**src/rtl/uc_booth.sv**
```systemverilog
// Control unit for an N-iteration signed Booth multiplier; one-hot Moore FSM.
// Optional feature: define UC_FIN_STICKY_EN to hold DONE/fin while start stays high.
module uc_booth #(
    parameter int unsigned N = 3
) (
    input  logic clk,
    input  logic reset,
    input  logic start,
    input  logic q0,
    input  logic q_menos1,
    output logic Carga_A,
    output logic Resta,
    output logic Carga_QM,
    output logic Reset_A,
    output logic Desplaza_AQ,
    output logic busy,
    output logic fin
);

    localparam int unsigned CntW = $clog2(N + 1);

    localparam int unsigned IdxIdle  = 0;
    localparam int unsigned IdxLoad  = 1;
    localparam int unsigned IdxEval  = 2;
    localparam int unsigned IdxSuma  = 3;
    localparam int unsigned IdxResta = 4;
    localparam int unsigned IdxShift = 5;
    localparam int unsigned IdxDone  = 6;

    typedef enum logic [6:0] {
        StIdle  = 7'b000_0001,
        StLoad  = 7'b000_0010,
        StEval  = 7'b000_0100,
        StSuma  = 7'b000_1000,
        StResta = 7'b001_0000,
        StShift = 7'b010_0000,
        StDone  = 7'b100_0000
    } state_e;

    state_e            state_q, state_d;
    logic [CntW-1:0]   cnt_q, cnt_d;

    always_ff @(posedge clk or posedge reset) begin
        if (reset) begin
            state_q <= StIdle;
            cnt_q   <= '0;
        end else begin
            state_q <= state_d;
            cnt_q   <= cnt_d;
        end
    end

    always_comb begin
        state_d = state_q;
        cnt_d   = cnt_q;
        unique case (state_q)
            StIdle: begin
                if (start) state_d = StLoad;
            end
            StLoad: begin
                cnt_d   = CntW'(N);
                state_d = StEval;
            end
            StEval: begin
                unique case ({q0, q_menos1})
                    2'b10:   state_d = StResta;
                    2'b01:   state_d = StSuma;
                    default: state_d = StShift;
                endcase
            end
            StSuma:  state_d = StShift;
            StResta: state_d = StShift;
            StShift: begin
                cnt_d   = cnt_q - CntW'(1);
                state_d = (cnt_q == CntW'(1)) ? StDone : StEval;
            end
            StDone: begin
`ifdef UC_FIN_STICKY_EN
                if (!start) state_d = StIdle;
`else
                state_d = StIdle;
`endif
            end
            default: state_d = StIdle;
        endcase
    end

    // Strobes come straight off the one-hot flops so they cannot glitch.
    assign Carga_QM    = state_q[IdxLoad];
    assign Reset_A     = state_q[IdxLoad];
    assign Carga_A     = state_q[IdxSuma] | state_q[IdxResta];
    assign Resta       = state_q[IdxResta];
    assign Desplaza_AQ = state_q[IdxShift];
    assign fin         = state_q[IdxDone];
    assign busy        = ~(state_q[IdxIdle] | state_q[IdxDone]);

    logic unused_eval;
    assign unused_eval = state_q[IdxEval];

endmodule

```
**config.mk**
```make
export PLATFORM = sky130hd
export DESIGN_NAME = uc_booth
export DESIGN_NICKNAME = d
export VERILOG_FILES = /design/src/rtl/uc_booth.sv
export SDC_FILE = /design/constraint.sdc
export NUM_CORES = 1
export LEC_CHECK = 0
export CORE_AREA = 10 10 47 49
export CTS_CLUSTER_SIZE = 12
export DETAILED_ROUTE_END_ITERATION = 16
export DIE_AREA = 0 0 57 59
export GPL_TIMING_DRIVEN = 0
export MAX_ROUTING_LAYER = met4
export PLACE_DENSITY = 0.7
export SLEW_MARGIN = 25
export SYNTH_ARGS = -nofsm -noshare
export SYNTH_HDL_FRONTEND = slang
export SYNTH_SLANG_ARGS = --single-unit
```
**constraint.sdc**
```tcl
create_clock -name clk -period 2.5 [get_ports clk]
set_clock_uncertainty 0.1 [all_clocks]
set_input_delay 0.5 -clock clk [delete_from_list [all_inputs] [get_ports clk]]
set_output_delay 0.5 -clock clk [all_outputs]
set_load 0.03 [all_outputs]
```
# ---- Word level (Yosys, flattened, before mapping)
# Index checks and enable logic that the tools add are counted.
dict set report op_classes {
  bitwise_logic 3
  muxes 5
  div 0
  n_mul 0
  n_lt_le_gt_ge 0
  shifts 0
  reduce_logical 2
  eq_ne 10
  n_addsub 1
}
# operator count
set op_table {}
lappend op_table {{7-bit case mux with 5 select lines} 1}
lappend op_table {{7-bit two-way mux} 2}
lappend op_table {{6-bit case mux with 2 select lines} 1}
lappend op_table {{7-bit by 1-bit equality test with 1-bit output (second input constant)} 1}
lappend op_table {{7-bit by 2-bit equality test with 1-bit output (second input constant)} 1}
lappend op_table {{7-bit by 3-bit equality test with 1-bit output (second input constant)} 1}
lappend op_table {{7-bit by 4-bit equality test with 1-bit output (second input constant)} 1}
lappend op_table {{7-bit by 5-bit equality test with 1-bit output (second input constant)} 1}
lappend op_table {{7-bit by 6-bit equality test with 1-bit output (second input constant)} 1}
lappend op_table {{2-bit by 1-bit equality test with 1-bit output (second input constant)} 2}
lappend op_table {{2-bit case mux with 2 select lines} 1}
lappend op_table {{2-bit equality test (second input constant)} 1}
lappend op_table {{2-bit != test (second input constant)} 1}
lappend op_table {{1-bit bitwise OR} 2}
lappend op_table {{2-bit nonzero test} 1}
lappend op_table {{2-bit OR reduction} 1}
lappend op_table {{2-bit by 1-bit subtractor with 2-bit output (second input constant)} 1}
lappend op_table {{1-bit inverter} 1}
dict set report word_totals {
  wordCells 23
  rom_bits 0
  register_bits 9
  mem_bits_rw 0
  input_bits 5
  latchBits 0
  output_inout_bits 7
  memories 0
}

# ---- Logic depth before layout (Yosys ltp)
dict set report depth {
  word_depth 3
  mapped_depth 5
  mapped_depth_nobuf 5
}

# ---- Worst setup path after synthesis
# No wires, ideal clock.
dict set report synth_path {
  kind {register to output}
  startpoint {reg state_q[6]}
  endpoint {out busy}
  t_arrival_ns 0.965
  required_ns 1.900
  stages_incl_launch_ff 2
  slack_ns 0.935
  n_path_buf 0
  cell_sequence {dfrtp_1 -> nor2_2}
}
dict set report synth_between {
  elab_chain_len 2
}
# element line
set synth_lines {}
lappend synth_lines {{start: declaration} 40} ;# state_e state_q, state_d;
lappend synth_lines {{start signal: assignment} 45} ;# state_q <= StIdle;
lappend synth_lines {{start signal: assignment} 48} ;# state_q <= state_d;
lappend synth_lines {{1-bit bitwise OR} 95} ;# assign busy = ~(state_q[IdxIdle] | state_q[IdxDone]);
lappend synth_lines {{1-bit inverter} 95}
lappend synth_lines {{end: declaration} 16} ;# output logic busy,
# Every way passes these cells.

# ---- Final worst setup path
# Ends and elaborated chain as after synthesis.

==> flow_metrics.env <==
export IMPL_numCtsBuffers=3
export IMPL_detail_route_first_pass_iterations=4
export IMPL_critPathRequiredTime_ns=1.90
export IMPL_antenna_found_initial=0
export IMPL_finalPower_w=0.000710
export IMPL_grt_pass1_wl_um=2210
export IMPL_die_area_um2=3360
export IMPL_io_pins=12
export IMPL_post_route_period_util=0.919
export IMPL_wl_per_cell_um=13.3
export IMPL_netlist_top_cells_area="dfrtp_1 (34%), ha_1 (6.4%), nor2_1 (5.1%)"
export IMPL_worstSetupStartpointType="flop"
export IMPL_syn_nets=69
export IMPL_status="finished clean"
export IMPL_drt_iter0_drc=5
export IMPL_grt_use_total=0.0842
export IMPL_power_density_nw_per_um2=959
export IMPL_grt_overflow_total=0
export IMPL_io_buffers=11
export IMPL_clock_sinks=9
export IMPL_fin_area_um2=741
export IMPL_placed_area_um2=714
export IMPL_synth_edf_count=0
export IMPL_rows=14
export IMPL_syn_avg_cell_area_um2=9.58
export IMPL_max_vdd_ir_drop_mv=0.448
export IMPL_worst_slew_pin_slew_ns=0.374
export IMPL_holdBufCountCts=0
export IMPL_maxCapViolCount=0
export IMPL_r2r_start="state_q[5]"
export IMPL_post_cts_buffers=0
export IMPL_fp_dieH_um=59
export IMPL_path_cells="nor2_2, clkdlybuf4s50_1"
export IMPL_synth_area_um2=584
export IMPL_synth_cell_type_count=31
export IMPL_grt_pass1_vias=522
export IMPL_cp_end_kind="output pin"
export IMPL_path_class="reg2out"
export IMPL_vias=500
export IMPL_num_antenna_cells=0
export IMPL_cts_root_buffer="clkbuf_4"
export IMPL_finalWirelength_um=1220
export IMPL_synth_seq_cells=9
export IMPL_synth_top_cell_by_area="dfrtp_1"
export IMPL_r2r_cells=3
export IMPL_dp_cells=88
export IMPL_cts_tree="done"
export IMPL_grt_max_degree=11
export IMPL_synth_cells=61
export IMPL_yosys_area_top_type_share=0.343
export IMPL_final_antenna_net_count=0
export IMPL_drive_gt1_frac=0.184
export IMPL_critical_path_endpoint="busy"
export IMPL_clk_insertion_delay_late_ns=0.26
export IMPL_synthArstFlopShare=1.00
export IMPL_cts_resized=0
export IMPL_viasPerCell=5.43
export IMPL_clock_fmax_ghz=0.435
export IMPL_min_path_type="in2async"
export IMPL_maxSlewViolCount=0
export IMPL_slew_limit_headroom=0.750
export IMPL_slowest_delay_ns=0.72
export IMPL_fin_nets=85
export IMPL_grt_setup_unrepaired="false"
export IMPL_slowest_stage="clkdlybuf4s50_1"
export IMPL_ys_seq_area_frac=0.388
export IMPL_arrival_ns=1.70
export IMPL_start_util=0.417
export IMPL_synth_warnings=0
export IMPL_regToRegSetupSlack_ns=1.17
export IMPL_h_tree_depth=1
export IMPL_setup_tns_ns=0
export IMPL_layoutNonFillerInstCount=92
export IMPL_finalSetupViolCount=0
export IMPL_die_x_um=57
export IMPL_clk_pin_slew_ns=0.06
export IMPL_crit_fanout=7
export IMPL_yosys_most_used_dff="dfrtp_1"
export IMPL_hold_violations=0
export IMPL_area_delta_synth_final_pct=26.8
export IMPL_gp_congestion=0.780
export IMPL_core_area_um2=1400
export IMPL_fin_crit_ns=2.30
export IMPL_post_dp_hpwl_um=928
export IMPL_p_leak_nw=0.345
export IMPL_clk_path_buf_depth=2
export IMPL_drc_errors=0
export IMPL_crit_start="state_q[6]"
export IMPL_crit_reg2reg_capture="state_q[4]"
placed cells by master (no fill, tap or decap), types with 2 or more instances in the layout:
| cell type | count |
|---|---|
| o21ai_0 | 2 |
| inv_1 | 5 |
| nor2_1 | 8 |
| dfrtp_1 | 8 |
| clkbuf_4 | 3 |
| xor2_1 | 2 |
| ha_1 | 3 |
| a31oi_1 | 2 |
| and4_1 | 2 |
| buf_4 | 2 |
| a21oi_1 | 2 |
| nand2_1 | 3 |
| clkdlybuf4s50_1 | 11 |
| nor4_2 | 2 |
| buf_2 | 2 |
synthesized netlist by cell type (2+ instances only):
master,count
dfrtp_1,8
buf_4,2
xor2_1,2
nor2_1,8
a21oi_1,2
a31oi_1,2
nor4_2,2
buf_2,2
o21ai_0,2
inv_1,5
ha_1,3
and4_1,2
nand2_1,3
sequential cells by signal, summed over array words and instances (netlist names):
register and cells:
cnt_q 2, state_q 7
power by group:
group | switching, W | internal [W]
sequential | 0.0000414 | 0.000189
clock | 0.0000493 | 0.0000614
combinational | 0.000201 | 0.000168
cell families after synthesis:
kind of cell               count (synthesis)  synth area share
xor gates and xnor gates                   2            0.0300
adders and majority gates                  3            0.0642
muxes                                      1            0.0171
DFF                                        9             0.388
AOI/OAI and AO/OA                         12             0.146
and+or+nand+nor                           24             0.261
buffers and inverters                     10            0.0942
per-stage QoR:
stage / setup WS, ns / hold WS, ns / util
after global routing: 0.157 / 0.429 / 0.529
after floorplan: 0.935 / 0.227 / -
after detailed placement: 0.472 / 0.431 / 0.510
after CTS: 0.185 / 0.402 / 0.529
after global placement: 0.479 / 0.421 / 0.510
final: 0.203 / 0.408 / 0.529
final cells by class:
| type | instances | area (um^2) |
|---|---|---|
| sequential | 9 | 226 |
| fill | 153 | 661 |
| inverter | 5 | 18.8 |
| buffer | 5 | 36.3 |
| tap | 16 | 20.0 |
| multi-input combinational | 42 | 303 |
| clock buffer | 4 | 26.3 |
| timing repair buffer | 11 | 110 |
worst min path at each step:
stage / from / to / slack [ns]
after CTS: reset / cnt_q[1] / 0.40
final: reset / state_q[1] / 0.41
after floorplan: reset / cnt_q[0] / 0.23
after global routing: reset / cnt_q[1] / 0.43
after global placement: cnt_q[1] / cnt_q[1] / 0.42
after detailed placement: cnt_q[1] / cnt_q[1] / 0.43
layer usage:
layer  wire (um)  up-vias  track usage
met2         592       11        0.136
met3          26        4       0.0150
met1         565      239       0.0874
li1            -      246            -
met4          36        0       0.0705
met5           0        -            -
worst max-delay path, delay by kind of cell, from the launching register on:
kind                   cells  cell delay, ns
buffers and inverters      1            0.72
and+or+nand+nor            1            0.27
DFF                        1            0.44
Note: power is estimated with default switching activity, not from simulation.
